**src/rtl/mesi_isc_param_fifo.sv**
```systemverilog
// Parametrised single-clock FIFO with occupancy count, thresholds, flush,
// sticky push/pop error flags and a resettable high-water mark.
module mesi_isc_param_fifo #(
    parameter int DATA_WIDTH      = 32,
    parameter int FIFO_SIZE       = 4,
    parameter int FIFO_SIZE_LOG2  = 2,
    parameter int ALMOST_FULL_TH  = 3,
    parameter int ALMOST_EMPTY_TH = 1
) (
    input  logic                      clk,
    input  logic                      rst_n,
    input  logic                      flush_i,
    input  logic                      err_clr_i,
    input  logic                      wr_i,
    input  logic                      rd_i,
    input  logic [DATA_WIDTH-1:0]     data_i,
    output logic [DATA_WIDTH-1:0]     data_o,
    output logic [FIFO_SIZE_LOG2:0]   count_o,
    output logic                      status_empty_o,
    output logic                      status_full_o,
    output logic                      status_almost_full_o,
    output logic                      status_almost_empty_o,
    output logic                      err_overflow_o,
    output logic                      err_underflow_o,
    output logic [FIFO_SIZE_LOG2:0]   max_count_o
);

    localparam int PW = FIFO_SIZE_LOG2 + 1;
    localparam logic [PW-1:0] SIZE_C  = PW'(FIFO_SIZE);
    localparam logic [PW-1:0] AF_TH_C = PW'(ALMOST_FULL_TH);
    localparam logic [PW-1:0] AE_TH_C = PW'(ALMOST_EMPTY_TH);

    logic [DATA_WIDTH-1:0] mem_reg [FIFO_SIZE];
    logic [PW-1:0]         ptr_wr_reg;
    logic [PW-1:0]         ptr_rd_reg;
    logic [PW-1:0]         max_count_reg;
    logic                  err_overflow_reg;
    logic                  err_underflow_reg;

    logic [PW-1:0] count;
    logic [PW-1:0] count_next;
    logic [PW-1:0] max_count_next;
    logic          empty;
    logic          full;
    logic          rd_ok;
    logic          wr_ok;
    logic          wr_en;

    // Wrap-bit pointers: the modulo difference is the exact occupancy.
    assign count = ptr_wr_reg - ptr_rd_reg;
    assign empty = (count == '0);
    assign full  = (count == SIZE_C);

    assign rd_ok = rd_i & ~empty;
    assign wr_ok = wr_i & (~full | rd_i);
    assign wr_en = wr_ok & ~flush_i;

    always_comb begin
        count_next = count;
        if (flush_i) begin
            count_next = '0;
        end else begin
            count_next = count + PW'(wr_ok) - PW'(rd_ok);
        end
    end

    always_comb begin
        max_count_next = max_count_reg;
        if (err_clr_i) begin
            max_count_next = count_next;
        end else if (count_next > max_count_reg) begin
            max_count_next = count_next;
        end
    end

    always_ff @(posedge clk) begin
        if (!rst_n) begin
            ptr_wr_reg <= '0;
            ptr_rd_reg <= '0;
        end else if (flush_i) begin
            ptr_wr_reg <= '0;
            ptr_rd_reg <= '0;
        end else begin
            if (wr_ok) ptr_wr_reg <= ptr_wr_reg + 1'b1;
            if (rd_ok) ptr_rd_reg <= ptr_rd_reg + 1'b1;
        end
    end

    // Clearing wins over a same-cycle error; a flush cycle raises no errors.
    always_ff @(posedge clk) begin
        if (!rst_n) begin
            err_overflow_reg  <= 1'b0;
            err_underflow_reg <= 1'b0;
            max_count_reg     <= '0;
        end else begin
            max_count_reg <= max_count_next;
            if (err_clr_i) begin
                err_overflow_reg  <= 1'b0;
                err_underflow_reg <= 1'b0;
            end else if (!flush_i) begin
                if (wr_i && !wr_ok) err_overflow_reg  <= 1'b1;
                if (rd_i && !rd_ok) err_underflow_reg <= 1'b1;
            end
        end
    end

    genvar gi;
    generate
        for (gi = 0; gi < FIFO_SIZE; gi++) begin : g_mem
            always_ff @(posedge clk) begin
                if (!rst_n) begin
                    mem_reg[gi] <= '0;
                end else if (wr_en && ptr_wr_reg[FIFO_SIZE_LOG2-1:0] == FIFO_SIZE_LOG2'(gi)) begin
                    mem_reg[gi] <= data_i;
                end
            end
        end
    endgenerate

    assign data_o                = mem_reg[ptr_rd_reg[FIFO_SIZE_LOG2-1:0]];
    assign count_o               = count;
    assign status_empty_o        = empty;
    assign status_full_o         = full;
    assign status_almost_full_o  = (count >= AF_TH_C);
    assign status_almost_empty_o = (count <= AE_TH_C);
    assign err_overflow_o        = err_overflow_reg;
    assign err_underflow_o       = err_underflow_reg;
    assign max_count_o           = max_count_reg;

endmodule

```
**config.mk**
```make
export PLATFORM = sky130hd
export DESIGN_NAME = mesi_isc_param_fifo
export DESIGN_NICKNAME = d
export VERILOG_FILES = /design/src/rtl/mesi_isc_param_fifo.sv
export SDC_FILE = /design/constraint.sdc
export NUM_CORES = 1
export LEC_CHECK = 0
export ABC_CLOCK_PERIOD_IN_PS = 3930
export CAP_MARGIN = 20
export CORE_MARGIN = 2
export CORE_UTILIZATION = 52
export CTS_BUF_LIST = sky130_fd_sc_hd__clkbuf_4
export DETAILED_ROUTE_END_ITERATION = 8
export PLACE_DENSITY = 0.79
export SKIP_CTS_REPAIR_TIMING = 1
export SLEW_MARGIN = 20
export SYNTH_ARGS = -nofsm -noshare
export SYNTH_HDL_FRONTEND = slang
export SYNTH_SLANG_ARGS = --single-unit
```
**constraint.sdc**
```tcl
create_clock -name clk -period 3.93 [get_ports clk]
set_input_delay 0.786 -clock clk [delete_from_list [all_inputs] [get_ports clk]]
set_output_delay 0.786 -clock clk [all_outputs]
set_load 0.05 [all_outputs]
```
# ---- Yosys cells after proc, flatten, opt, wreduce, memory -nomap -nowiden
# Memories as Yosys holds them, arrays and structs flattened. A register that Yosys moved wholly into a read port is not among the register bits.
# Index checks and enable logic that the tools add are counted.
dict set report op_classes {
  add_sub_neg 5
  mul 0
  n_div 0
  n_lt_le_gt_ge 3
  n_eq_ne 4
  shift 0
  n_mux 22
  bitwise_logic 12
  reduce_logical 15
}
# operator count
set op_table {}
lappend op_table {{$mux 32} 4}
lappend op_table {{$mux 1} 13}
lappend op_table {{$mux 3} 3}
lappend op_table {{$add 3x1->3 const B} 2}
lappend op_table {{$logic_and 1x1->1} 6}
lappend op_table {{$or 1x1->1} 5}
lappend op_table {{$eq 2x2->1 const B} 2}
lappend op_table {{$mux 2} 2}
lappend op_table {{$not 1->1} 4}
lappend op_table {{$reduce_and 2->1} 2}
lappend op_table {{$reduce_or 2->1} 2}
lappend op_table {{$add 3x1->3} 1}
lappend op_table {{$and 1x1->1} 3}
lappend op_table {{$eq 3x3->1 const B} 1}
lappend op_table {{$ge 3x2->1 const B} 1}
lappend op_table {{$gt 3x3->1} 1}
lappend op_table {{$le 3x1->1 const B} 1}
lappend op_table {{$logic_not 3->1} 1}
lappend op_table {{$sub 3x1->3} 1}
lappend op_table {{$sub 3x3->3} 1}
lappend op_table {{$eq 2x1->1 const B} 1}
lappend op_table {{$logic_not 1->1} 2}
lappend op_table {{$logic_not 2->1} 1}
lappend op_table {{$reduce_bool 2->1} 1}
dict set report totals {
  register_bits 11
  latchBits 0
  ramBits 128
  mem_bits_ro 0
  input_bits 38
  elab_cells 67
  n_memories 1
}
# memory depth width read_ports rd_ports_with_merged_regs wr line_no
set mem_list {}
lappend mem_list {mem_reg 4 32 1 1 4 33} ;# logic [DATA_WIDTH-1:0] mem_reg [FIFO_SIZE];

# ---- Longest topological paths before layout
# Gate-level depths: netlist of the first run.
dict set report depth {
  ltp_word 11
  depth_mapped 19
  depth_no_buf 19
}

# ---- Worst setup path before layout of the first run
# OpenSTA, ideal clock, no wires.
dict set report synth_path {
  path_type {register to register}
  from {register ptr_wr_reg[0]}
  to {register max_count_reg[0], in the netlist max_count_o[0]}
  setup_time_ps 72
  arrival_ps 4107
  t_required_ps 3858
  path_slack_ps -250
  path_stages_with_launch 20
  synth_period_minus_slack_ps 4180
  path_cell_list {dfxtp_1 inv_1 ha_1 fa_1 xnor3_2 inv_1 o21ai_1 inv_1 ha_1 inv_1 ha_1 inv_1 fa_1 xnor2_1 nor2_1 ha_1 nand3_1 o21ai_0 o21ai_0 mux2i_1}
}
# element line_no
set synth_rtl {}
lappend synth_rtl {{start: declaration} 34} ;# logic [PW-1:0] ptr_wr_reg;
lappend synth_rtl {{start signal: assignment} 84} ;# if (wr_ok) ptr_wr_reg <= ptr_wr_reg + 1'b1;
lappend synth_rtl {{$sub 3x3->3} 50} ;# assign count = ptr_wr_reg - ptr_rd_reg;
lappend synth_rtl {{via count_o[2]} 18} ;# output logic [FIFO_SIZE_LOG2:0] count_o,
lappend synth_rtl {{$logic_not 3->1} 51} ;# assign empty = (count == '0);
lappend synth_rtl {{$not 1->1} 54} ;# assign rd_ok = rd_i & ~empty;
lappend synth_rtl {{$and 1x1->1} 54}
lappend synth_rtl {{via rd_ok} 45} ;# logic rd_ok;
lappend synth_rtl {{$sub 3x1->3} 63} ;# count_next = count + PW'(wr_ok) - PW'(rd_ok);
lappend synth_rtl {{$mux 3} 60} ;# if (flush_i) begin
lappend synth_rtl {{via count_next[2]} 41} ;# logic [PW-1:0] count_next;
lappend synth_rtl {{$gt 3x3->1} 71} ;# end else if (count_next > max_count_reg) begin
lappend synth_rtl {{$reduce_bool 2->1 (no line)} --}
lappend synth_rtl {{end signal: assignment} 96} ;# max_count_reg <= max_count_next;
lappend synth_rtl {{end: declaration} 36} ;# logic [PW-1:0] max_count_reg;
# The timed path passes the listed nets, and every way through them passes these cells. The select of a mux whose other input is x is not followed.
# A chain may end at the register's enable or synchronous reset.

# ---- Worst setup path in the final report of the first run
dict set report layout_path {
  from {register ptr_wr_reg[0]}
  to {register max_count_reg[0], in the netlist max_count_o[0]}
}
# element line_no
set layout_rtl {}
lappend layout_rtl {{$sub 3x3->3} 50}
lappend layout_rtl {{$logic_not 3->1} 51}
lappend layout_rtl {{$not 1->1} 54}
lappend layout_rtl {{$and 1x1->1} 54}
lappend layout_rtl {{via rd_ok} 45}
lappend layout_rtl {{$sub 3x1->3} 63}
lappend layout_rtl {{$mux 3} 60}
lappend layout_rtl {{via count_next[2]} 41}
lappend layout_rtl {{$gt 3x3->1} 71}
lappend layout_rtl {{$reduce_bool 2->1 (no line)} --}
# The timed path passes the listed nets, and every way through them passes these cells. The select of a mux whose other input is x is not followed.

==> results_dict.tcl, run 1 <==
set metrics [dict create \
    syn_inst 417 \
    die_width_um 115 \
    cp_slowest_cell "fa_2" \
    drv_cap 0 \
    cts_tree "done" \
    seq_area_frac_synth_pct 63.6 \
    grt_pass1_vias 3746 \
    rsz0062_at_grt "yes" \
    drc 0 \
    syn_to_final_growth_pct 20.2 \
    antenna_left 0 \
    track_usage_pct 19.8 \
    drive_gt1_share_pct 17.8 \
    die-area_um2 13300 \
    final_core_util_pct 64.3 \
    clock_path_buffers 2 \
    crit_chain "inv_2 > ha_2 > fa_2 > nand2_2 > o21ai_4 > inv_1 > ha_1 > inv_1 > ha_1 > inv_1 > fa_2 > xnor2_1 > nor2_2 > ha_1 > nand3_1 > o21ai_1 > o21ai_2 > mux2i_1" \
    synth-seq-cells 141 \
    cts.root.buffer_cell "clkbuf_4" \
    required_ns 4.40 \
    hold_class "reg -> reg" \
    grt_max_degree 33 \
    vias 3595 \
    async_flop_share_pct 0 \
    final.period_utilization_pct 95.5 \
    worstPathArrival_ns 4.23 \
    port_buffers 81 \
    place_area_um2 7420 \
    hold_viol 0 \
    synth_flop_cell "edfxtp_1" \
    antenna_found_initial 0 \
    path_class "reg -> reg" \
    initial_core_util_pct 53.5 \
    finalWeightedCongestion 0.810 \
    clock-skew-final_ns 0.0162 \
    routed_via_density 5.24 \
    p_leak_nw 2.88 \
    ys_warn_count 0 \
    gr-total-overflow 0 \
    drt-total-wl_um 12200 \
    drtIter0Drc 216 \
    grt_pass1_wl_um 19100 \
    final_nets 559 \
    ir_drop_mv 0.215 \
    p_per_area_nw_per_um2 408 \
    slew_violations 0 \
    synth_area_leaders "edfxtp_1 60%, and2_1 12%, mux4_2 11%" \
    wl_per_cell_um 17.8 \
    io_pins 82 \
    cp_max_fo 8 \
    synth_top_cell_area_share_pct 59.6 \
    insertion_delay_ns 0.54 \
    synth-edff-count 128 \
    yosys.area.top_type "edfxtp_1" \
    fin_crit_ns 3.75 \
    worst_pin_slew_ns 0.929 \
    relSlewSlack_pct 37.8 \
    dr.pass1.iters 4 \
    largest_reg_flops 128 \
    setup_violations 0 \
    stdcell_area_um2 7760 \
    cts_sinks 141 \
    ys_types 30 \
    cts_made_buffers 17 \
    syn-cell-area_um2 6450 \
    outcome "finished, final reports clean" \
    htree_levels 4 \
    synth_commonest_cells "128 x and2_1, 128 x edfxtp_1, 32 x mux4_2" \
    dpl.hpwl_um 7320 \
    placedCellCount 653 \
    start_kind "flop" \
    cp-end-kind "flop" \
    max_freq_ghz 0.266 \
    rows 40 \
    critPathMaxStageDelay_ns 0.61 \
    num_antenna_cells 0 \
    finalNonFillerCells 686 \
    core_um2 12100 \
    path_clk_slew_ns 0.12 \
    synth.net_count 471 \
    die_y_um 115 \
    syn_avg_cell_area_um2 15.5 \
]
-- critical path, delay by kind of cell, from the launching register on --
family,cells,cell delay (ns)
xor gates and xnor gates,1,0.14
adders and majority gates,6,1.81
AOI/OAI and AO/OA,3,0.51
and+or+nand+nor,3,0.44
buffers and inverters,4,0.23
DFF,1,0.36
muxes,1,0.22
-- worst paths after layout --
kind                                    start                          end  slack (ns)  cells after the start
setup / recovery   ptr_wr_reg[0]$_SDFFE_PP0P_  max_count_o[0]$_SDFFE_PN0P_        0.18                     18
setup reg to reg   ptr_wr_reg[0]$_SDFFE_PP0P_  max_count_o[0]$_SDFFE_PN0P_        0.18                     18
hold reg to reg   max_count_o[2]$_SDFFE_PN0P_  max_count_o[2]$_SDFFE_PN0P_        0.50                      2
hold / removal    max_count_o[2]$_SDFFE_PN0P_  max_count_o[2]$_SDFFE_PN0P_        0.50                      2
-- where the power goes --
| group | internal, W | switching [W] | leakage, nW |
|---|---|---|---|
| clock network | 0.000503 | 0.000504 | 0.166 |
| registers | 0.00170 | 0.0000179 | 1.44 |
| logic | 0.000172 | 0.000274 | 1.27 |
-- per-stage QoR --
step           setup slack [ns]  hold WS [ns]  TNS (ns)  power [W]
6_report                  0.176         0.495         0    0.00317
5_1_grt                 -0.0560         0.526    -0.143    0.00328
4_1_cts                 -0.0813         0.494   -0.0813    0.00319
3_5_place_dp             0.0295         0.479         0    0.00220
3_3_place_gp              0.245         0.461         0    0.00218
2_1_floorplan            0.0296         0.462         0    0.00203
-- cell families after synthesis --
| logic type | share of synthesized area [%] |
|---|---|
| AOI/OAI and AO/OA | 1.71 |
| xor gates and xnor gates | 1.05 |
| adders and majority gates | 3.33 |
| buffers and inverters | 3.02 |
| DFF | 63.6 |
| muxes | 11.9 |
| and+or+nand+nor | 15.4 |
-- cells in the final DEF (no fill, tap or decap), types with 2 or more instances in the layout --
cell             synthesis  routed
clkdlybuf4s50_1          0      79
nor2_2                   0       2
bufinv_16                0       4
nand2_2                  0       5
clkbuf_4                 0      18
mux4_2                  32      32
and2_1                 128     128
buf_4                    0       8
clkinv_1                 0       4
ha_1                    14      13
clkinvlp_4               0       2
nor2b_1                  2       2
nand3_1                  2       2
dfxtp_2                  0       3
fa_2                     0       2
edfxtp_1               128     128
dlymetal6s2s_1           0       2
nor3_1                   2       2
o21ai_0                  5       3
clkinv_2                 0       3
mux2i_1                  5       5
xnor2_1                  3       3
dfxtp_1                 13      10
nor2_1                  14      12
a21oi_1                  2       2
inv_1                   13      11
xor2_1                   2       2
and3_4                   3       3
nand2_1                 19      14
-- cell type report --
cell class                 count  area [um2]
clock buffer                  18         135
tap                          168         210
timing repair buffer          89         876
fill                         895        4300
inverter                      13        52.6
sequential                   141        4110
clock inverter                14         175
multi-input combinational    243        2200
-- layer usage --
metal / global-route usage (%) / share of wire (%) / up-vias
met2: 33.0 / 51 / 95
met4: 6.83 / 1.3 / 0
met1: 24.9 / 42 / 1803
li1: - / - / 1684
met3: 5.69 / 5.7 / 13
met5: 0 / 0 / -
Power figures use the tool's default switching activity.
==> inputs of run 2 (changes only) <==
--- a/config.mk
+++ b/config.mk
@@ -10,7 +10,9 @@
 export CORE_MARGIN = 2
 export CORE_UTILIZATION = 52
 export CTS_BUF_LIST = sky130_fd_sc_hd__clkbuf_4
+export CTS_CLUSTER_SIZE = 16
 export DETAILED_ROUTE_END_ITERATION = 8
+export HOLD_SLACK_MARGIN = 0.08
 export PLACE_DENSITY = 0.79
 export SKIP_CTS_REPAIR_TIMING = 1
 export SLEW_MARGIN = 20
==> results of run 2 <==
No change in the layout: final DEF, timing and power equal those of run 1.
